### config.mk
export PLATFORM = sky130hd
export DESIGN_NAME = gen_collector
export DESIGN_NICKNAME = d
export VERILOG_FILES = /design/src/rtl/gen_collector.sv
export SDC_FILE = /design/constraint.sdc
export NUM_CORES = 1
export LEC_CHECK = 0
export CAP_MARGIN = 40
export CORE_ASPECT_RATIO = 0.75
export CORE_MARGIN = 2
export CORE_UTILIZATION = 40
export DETAILED_ROUTE_END_ITERATION = 6
export GPL_TIMING_DRIVEN = 1
export MAX_ROUTING_LAYER = met4
export PLACE_DENSITY_LB_ADDON = 0.3
export SYNTH_ARGS = -nofsm -noshare
export SYNTH_HDL_FRONTEND = slang
export SYNTH_SLANG_ARGS = --single-unit
### constraint.sdc
create_clock -name _clock -period 5.2 [get_ports _clock]
set_input_delay 1.56 -clock _clock [delete_from_list [all_inputs] [get_ports _clock]]
set_output_delay 1.56 -clock _clock [all_outputs]
set_load 0.02 [all_outputs]
### src/rtl/gen_collector.sv
// gen_collector: starts one generator call, drains its yields into a FIFO and
//   keeps a running item count and signed sum of everything accepted.
// Latency: cmd_start -> gen_start next cycle; accepted yield -> rd_valid next cycle.
// Backpressure: gen_ready falls while the FIFO is full; rd_ready pops the head.
//
// Ports:
//   _clock, _reset            rising-edge clock, async active-low reset
//   cmd_start/cmd_abort       call control pulses; cmd_arg0..2 sampled on start
//   gen_start, gen_arg0..2    drive the callee's start strobe and inputs
//   gen_ready/gen_valid/gen_0 yield handshake with the callee, gen_done = finished
//   rd_valid/rd_ready/rd_data FIFO read side (registered head, no fall-through)
//   busy, res_done, res_aborted, res_count, res_sum   call status and results
module gen_collector #(
  parameter int WIDTH = 32,
  parameter int DEPTH = 8
) (
  input  logic               _clock,
  input  logic               _reset,
  input  logic               cmd_start,
  input  logic               cmd_abort,
  input  logic [WIDTH-1:0]   cmd_arg0,
  input  logic [WIDTH-1:0]   cmd_arg1,
  input  logic [WIDTH-1:0]   cmd_arg2,
  output logic               gen_start,
  output logic [WIDTH-1:0]   gen_arg0,
  output logic [WIDTH-1:0]   gen_arg1,
  output logic [WIDTH-1:0]   gen_arg2,
  output logic               gen_ready,
  input  logic               gen_valid,
  input  logic               gen_done,
  input  logic [WIDTH-1:0]   gen_0,
  input  logic               rd_ready,
  output logic               rd_valid,
  output logic [WIDTH-1:0]   rd_data,
  output logic               busy,
  output logic               res_done,
  output logic               res_aborted,
  output logic [31:0]        res_count,
  output logic [2*WIDTH-1:0] res_sum
);

  localparam int AW = $clog2(DEPTH);
  localparam logic [AW:0] FULL_OCC = (AW+1)'(DEPTH);

  typedef enum logic [1:0] {
    S_IDLE    = 2'd0,
    S_START   = 2'd1,
    S_COLLECT = 2'd2
  } state_t;

  typedef struct packed {
    logic [WIDTH-1:0] a0;
    logic [WIDTH-1:0] a1;
    logic [WIDTH-1:0] a2;
  } args_t;

  state_t state_q, state_d;
  args_t  args_q;

  logic [AW-1:0]      wr_ptr_q, rd_ptr_q;
  logic [AW:0]        occ_q;
  logic [WIDTH-1:0]   mem_q [DEPTH];
  logic               fifo_full, fifo_empty;

  logic               start_acc;   // cmd_start taken this cycle (also flushes FIFO)
  logic               abort_acc;   // cmd_abort taken this cycle
  logic               finish;      // callee reported done, call ends normally
  logic               xfer;        // yield accepted this cycle
  logic               pop;

  logic [31:0]        count_q;
  logic [2*WIDTH-1:0] sum_q;
  logic               aborted_q;
  logic               done_q;

  // ---------------------------------------------------------------------------
  // Call sequencing
  // ---------------------------------------------------------------------------
  always_ff @(posedge _clock or negedge _reset) begin
    if (!_reset) begin
      state_q <= S_IDLE;
    end else begin
      state_q <= state_d;
    end
  end

  always_comb begin
    state_d   = state_q;
    start_acc = 1'b0;
    abort_acc = 1'b0;
    finish    = 1'b0;
    unique case (state_q)
      S_IDLE: begin
        if (cmd_start) begin
          start_acc = 1'b1;
          state_d   = S_START;
        end
      end
      // gen_done/gen_valid are left over from the callee's previous run here,
      // so only an abort can change the course of the call.
      S_START: begin
        if (cmd_abort) begin
          abort_acc = 1'b1;
          state_d   = S_IDLE;
        end else begin
          state_d = S_COLLECT;
        end
      end
      // Abort wins over done; done ends the call even with the FIFO full since
      // the callee cannot be holding an item once it reports done.
      S_COLLECT: begin
        if (cmd_abort) begin
          abort_acc = 1'b1;
          state_d   = S_IDLE;
        end else if (gen_done) begin
          finish  = 1'b1;
          state_d = S_IDLE;
        end
      end
      default: begin
        state_d = S_IDLE;
      end
    endcase
  end

  assign gen_start = (state_q == S_START);
  assign gen_ready = (state_q == S_COLLECT) && !fifo_full;
  assign busy      = (state_q != S_IDLE);

  // An item offered in the abort cycle is dropped, not counted.
  assign xfer = gen_ready && gen_valid && !cmd_abort;

  // ---------------------------------------------------------------------------
  // Yield FIFO. The flush on an accepted start takes priority over a pop.
  // ---------------------------------------------------------------------------
  assign fifo_empty = (occ_q == '0);
  assign fifo_full  = (occ_q == FULL_OCC);
  assign pop        = rd_ready && !fifo_empty && !start_acc;
  assign rd_valid   = !fifo_empty;
  assign rd_data    = mem_q[rd_ptr_q];

  always_ff @(posedge _clock or negedge _reset) begin
    if (!_reset) begin
      wr_ptr_q <= '0;
      rd_ptr_q <= '0;
      occ_q    <= '0;
      for (int i = 0; i < DEPTH; i++) begin
        mem_q[i] <= '0;
      end
    end else if (start_acc) begin
      wr_ptr_q <= '0;
      rd_ptr_q <= '0;
      occ_q    <= '0;
    end else begin
      if (xfer) begin
        mem_q[wr_ptr_q] <= gen_0;
        wr_ptr_q        <= wr_ptr_q + AW'(1);
      end
      if (pop) begin
        rd_ptr_q <= rd_ptr_q + AW'(1);
      end
      // xfer is impossible when full, so occupancy never exceeds DEPTH
      unique case ({xfer, pop})
        2'b10:   occ_q <= occ_q + (AW+1)'(1);
        2'b01:   occ_q <= occ_q - (AW+1)'(1);
        default: occ_q <= occ_q;
      endcase
    end
  end

  // ---------------------------------------------------------------------------
  // Arguments and results
  // ---------------------------------------------------------------------------
  always_ff @(posedge _clock or negedge _reset) begin
    if (!_reset) begin
      args_q    <= '0;
      count_q   <= '0;
      sum_q     <= '0;
      aborted_q <= 1'b0;
      done_q    <= 1'b0;
    end else begin
      done_q <= finish || abort_acc;
      if (start_acc) begin
        args_q    <= '{a0: cmd_arg0, a1: cmd_arg1, a2: cmd_arg2};
        count_q   <= '0;
        sum_q     <= '0;
        aborted_q <= 1'b0;
      end else begin
        if (xfer) begin
          count_q <= count_q + 32'd1;
          sum_q   <= sum_q + (2*WIDTH)'($signed(gen_0));
        end
        if (abort_acc) begin
          aborted_q <= 1'b1;
        end
      end
    end
  end

  assign gen_arg0    = args_q.a0;
  assign gen_arg1    = args_q.a1;
  assign gen_arg2    = args_q.a2;
  assign res_done    = done_q;
  assign res_aborted = aborted_q;
  assign res_count   = count_q;
  assign res_sum     = sum_q;

endmodule

# After elaboration in Yosys (flattened, before gate mapping)
# Index checks and enable logic that the tools add are counted.
op_classes:
  reduce_logical: 21
  add_sub_neg: 6
  bitwise: 3
  n_lt_le_gt_ge: 3
  n_eq_ne: 7
  mux: 30
ops:
  columns: ["cell", "count"]
  rows:
  - ["$bwmux 256", 1]
  - ["$mux 32", 5]
  - ["$mux 64", 2]
  - ["$bmux 32 s3", 1]
  - ["$demux 32 s3", 1]
  - ["$add 64x64->64", 1]
  - ["$add 32x1->32 const B", 1]
  - ["$mux 3", 4]
  - ["$mux 1", 9]
  - ["$ge 4x4->1 const B", 2]
  - ["$mux 2", 4]
  - ["$not 3->4", 2]
  - ["$pmux 4 s2", 1]
  - ["$reduce_bool 2->1", 4]
  - ["$add 3x1->3 const B", 2]
  - ["$logic_and 1x1->1", 6]
  - ["$pmux 2 s3", 1]
  - ["$add 4x1->4 const B", 1]
  - ["$eq 2x1->1 const B", 2]
  - ["$eq 2x2->1 const B", 2]
  - ["$eq 4x4->1 const B", 1]
  - ["$logic_not 1->1", 4]
  - ["$logic_not 4->1", 1]
  - ["$lt 4x1->1 const B", 1]
  - ["other kinds (10)", 11]
totals:
  word_cells: 89
  ff_bits: 462
  input_bits: 135
  out_inout_bits: 230

# Logic depth before layout (Yosys ltp)
logic_depth:
  word_depth: 8
  mapped_depth: 15
  mapped_depth_nobuf: 13

# Least setup slack after synthesis
# No wires, ideal clock.
synth_path:
  path_type: "input port to flip-flop"
  startpoint: "in gen_0[0]"
  endpoint: "reg sum_q[58], in the netlist res_sum[58]"
  setup_time_ps: 126
  setup_slack_ps: 1160
  arrival_time_ps: 3914
  path_buffers: 0
  required_ps: 5074
  path_stages: 13
  cell_sequence: "ha_1 inv_1 fa_1 nor2b_1 o2111ai_1 nand2_1 a31oi_1 o211ai_2 a31oi_2 o21ai_4 a31oi_1 a41o_1 a221o_1"
synth_via:
  elab_chain_len: 3
synth_lines:
  columns: ["element", "line", "source"]
  rows:
  - ["start: declaration", "31", "input logic [WIDTH-1:0] gen_0,"]
  - ["$add 64x64->64", "191", "sum_q <= sum_q + (2*WIDTH)'($signed(gen_0));"]
  - ["$mux 64", "189", "if (xfer) begin"]
  - ["$mux 64", "183", "if (start_acc) begin"]
  - ["end signal: assignment", "191", null]
  - ["end: declaration", "72", "logic [2*WIDTH-1:0] sum_q;"]
# No other way between the ends. The select of a mux whose other input is x is not followed.
# A chain may end at the register's enable or synchronous reset.

# Final worst setup path
layout_path:
  startpoint: "in gen_0[1]"
  endpoint: "reg sum_q[59], in the netlist res_sum[59]"
# Same word-level chain as after synthesis.

==> flow_summary.yaml <==
logic_synthesis:
  ys_seq_area_frac: 0.495
  synth.area.mux_share: 0.199
  synthSimpleGateAreaFrac: 0.122
  synth.area.top_cells: "dfrtp_1 (49%), mux2_2 (14%), nand2_1 (7.2%), mux4_2 (6.2%), ha_1 (3.9%)"
  netlist_instances: 2111
  synthTopCellsByCount: "dfrtp_1 (462), nand2_1 (447), mux2_2 (283), a21oi_1 (129), clkbuf_1 (97)"
  syn-num-nets: 2320
  netlist_area_um2: 23400
  synthAdderAreaFrac: 0.0403
  yosys.area.top_type: "dfrtp_1"
  synth.distinct_cells: 72
  synth_edf_count: 0
  synth.top_cell.area_share: 0.495
  ys_async_sr_fraction: 1.00
  ys_seq_elements: 462
  yosys_warnings: 0
  synthXorXnorAreaFrac: 0.0304
  synth_area_per_cell_um2: 11.1
  synth_compound_area_frac: 0.0892
  synthFlopType: "dfrtp_1"
  yosysMostFrequentCell: "dfrtp_1"
  synth_top_family_by_area: "multiplexers"
floorplan:
  dieWidth_um: 283
  die_area_um2: 60400
  rows: 76
  core_area_um2: 57500
  die_h_um: 213
  num_io_pins: 365
  start_util: 0.406
drt:
  drtAntennaViolNets: 0
  via_count: 17800
  finalWirelength_mm: 69.0
  remaining_drc_errors: 0
  route.detailed.vias_per_inst: 5.42
  drt-pass1-iter-count: 5
  wl_per_cell_um: 21.0
  drt_iter0_drc: 1357
finish:
  drive_gt1_frac: 0.206
  fin_util: 0.516
  nets: 2668
  fillers: 4982
  syn_to_final_growth_pct: 27.0
  multi_input_area_um2: 11300
  seq_area_um2: 11600
  antenna_cells: 0
pwr:
  power_density_nw_per_um2: 476
  p_switching_w: 0.00525
  p_int_w: 0.00888
  ir_worst_vdd_mv: 0.267
  p_clk_frac: 0.252
  switching_share: 0.372
  seqPwrFrac: 0.343
  comb_power_share: 0.405
  p_leak_nw: 13.8
sta:
  worst_slew_pin_slew_ns: 0.858
  setup_violations: 0
  period_needed_ns: 4.78
  grt_setup_unrepaired: "false"
  finalMaxSlewViolations: 0
  skew_ns: 0.0145
  hold_viol: 0
  fin_crit_sh: 0.920
  fin_setup_tns_ns: 0
  relSlewSlack: 0.428
  fmax_ghz: 0.209
place:
  port_buffers: 364
  routabilityCongestion: 0.886
  dp_hpwl_mm: 47.0
critical_path:
  cp-start-kind: "primary input"
  crit_required_ns: 5.71
  worst-path-max-fanout: 4
  cp.arrival_ns: 5.29
  critical_path_class: "in -> reg"
  end_kind: "register"
run_status:
  status: "finished clean"
clock_network:
  clk_path_buf_depth: 3
  htreeDepth: 2
  ctsResizeCount: 0
  clkSinkCount: 462
  clk_pin_slew_ns: 0.06
  cts_setup_buffers: 0
  tritoncts: "done"
  clk_latency_ns: 0.59
  hold_buffers: 0
  numCtsBuffers: 50
  cts_root_buf: "clkbuf_16"
global_routing:
  antenna_found_initial: 0
  grt_max_degree: 182
  grt.overflow.total: 0
  grt_pass1_vias: 17700
  grt_pass1_wl_mm: 105
  grt.total_usage: 0.231
flow_run:
  cap_viol_max_count: 0
min_path:
  hold_path.class: "reg -> reg"
metal layers:
| layer | GRT usage | share of wire | vias up |
|---|---|---|---|
| li1 | - | - | 8186 |
| met1 | 0.323 | 0.46 | 8978 |
| met2 | 0.343 | 0.46 | 493 |
| met3 | 0.0440 | 0.058 | 109 |
| met4 | 0.0635 | 0.025 | 0 |
| met5 | - | 0 | - |
area by class of cell:
| type | count | area share |
|---|---|---|
| Clock buffer | 70 | 0.0488 |
| Clock inverter | 22 | 0.00662 |
| Inverter | 22 | 0.00278 |
| Multi-Input combinational cell | 1503 | 0.379 |
| Sequential cell | 462 | 0.390 |
| Tap cell | 780 | 0.0329 |
| Timing Repair Buffer | 420 | 0.140 |
final timing paths:
kind	start	to	slack [ns]	cells after the start
min in group asynchronous	_reset	mem_q[226]$_DFFE_PN0P_	1.03	1
min reg2reg	gen_arg1[16]$_DFFE_PN0N_	gen_arg1[16]$_DFFE_PN0N_	0.47	2
max	gen_0[1]	res_sum[59]$_DFFE_PN0P_	0.42	13
max in group asynchronous	_reset	gen_arg1[7]$_DFFE_PN0N_	3.10	2
min	gen_arg1[16]$_DFFE_PN0N_	gen_arg1[16]$_DFFE_PN0N_	0.47	2
max reg2reg	res_sum[1]$_DFFE_PN0P_	res_sum[59]$_DFFE_PN0P_	1.57	11
worst max-delay path: stages:
cell             delay (ns)
clkdlybuf4s50_1        0.46
buf_4                  0.17
ha_1                   0.31
a211oi_1               0.33
o21bai_1               0.22
o311ai_0               0.63
nand2_1                0.26
a211oi_2               0.48
o31ai_2                0.16
a31oi_1                0.31
o21ai_1                0.13
xnor2_1                0.13
o21ai_0                0.14
power groups by stage:
stage / combinational [W] / sequential [W] / clock, W
floorplan: 0.00281 / 0.00530 / 0
global placement: 0.00567 / 0.00486 / 0
detailed placement: 0.00572 / 0.00490 / 0
CTS: 0.00576 / 0.00484 / 0.00366
global route: 0.00617 / 0.00493 / 0.00381
finish: 0.00572 / 0.00484 / 0.00356
registers in the layout, indices dropped and copies added, names as in the netlist:
| register | cells |
|---|---|
| gen_arg0 | 32 |
| gen_arg1 | 32 |
| gen_arg2 | 32 |
| mem_q | 256 |
| occ_q | 4 |
| rd_ptr_q | 3 |
| res_aborted | 1 |
| res_count | 32 |
| res_done | 1 |
| res_sum | 64 |
| state_q | 2 |
| wr_ptr_q | 3 |
through the flow:
stage / setup slack [ns] / hold slack [ns] / area [um2] / power [W] / instances
after CTS: 0.456 / 0.476 / 29700 / 0.0143 / 3279
after detailed placement: -0.0653 / 0.463 / 28000 / 0.0106 / 3187
after floorplan: 1.16 / 0.445 / 23400 / 0.00810 / 2111
final: 0.418 / 0.473 / 29700 / 0.0141 / 3279
after global routing: 0.312 / 0.500 / 29700 / 0.0149 / 3279
after global placement: -0.0478 / 0.457 / 28000 / 0.0105 / 3187
layout by cell type (no fill, tap or decap), drive strengths merged, types with 40 or more instances in the layout:
| cell | count |
|---|---|
| nand2 | 447 |
| clkdlybuf4s50 | 362 |
| dfrtp | 462 |
| o21ai | 77 |
| clkbuf | 70 |
| nor2 | 80 |
| a21oi | 129 |
| mux2 | 283 |
| mux4 | 64 |
| buf | 58 |
| ha | 72 |
| xnor2 | 41 |
| xor2 | 40 |
kinds of logic (layout without fill, tap and decap cells):
logic type / Yosys count / count (layout)
and+or+nand+nor: 669 / 669
AOI/OAI and AO/OA: 330 / 330
xor gates and xnor gates: 81 / 81
DFF: 462 / 462
adders and majority gates: 74 / 74
muxes: 349 / 349
buffers and inverters: 146 / 534
(Power assumes the default switching activity.)
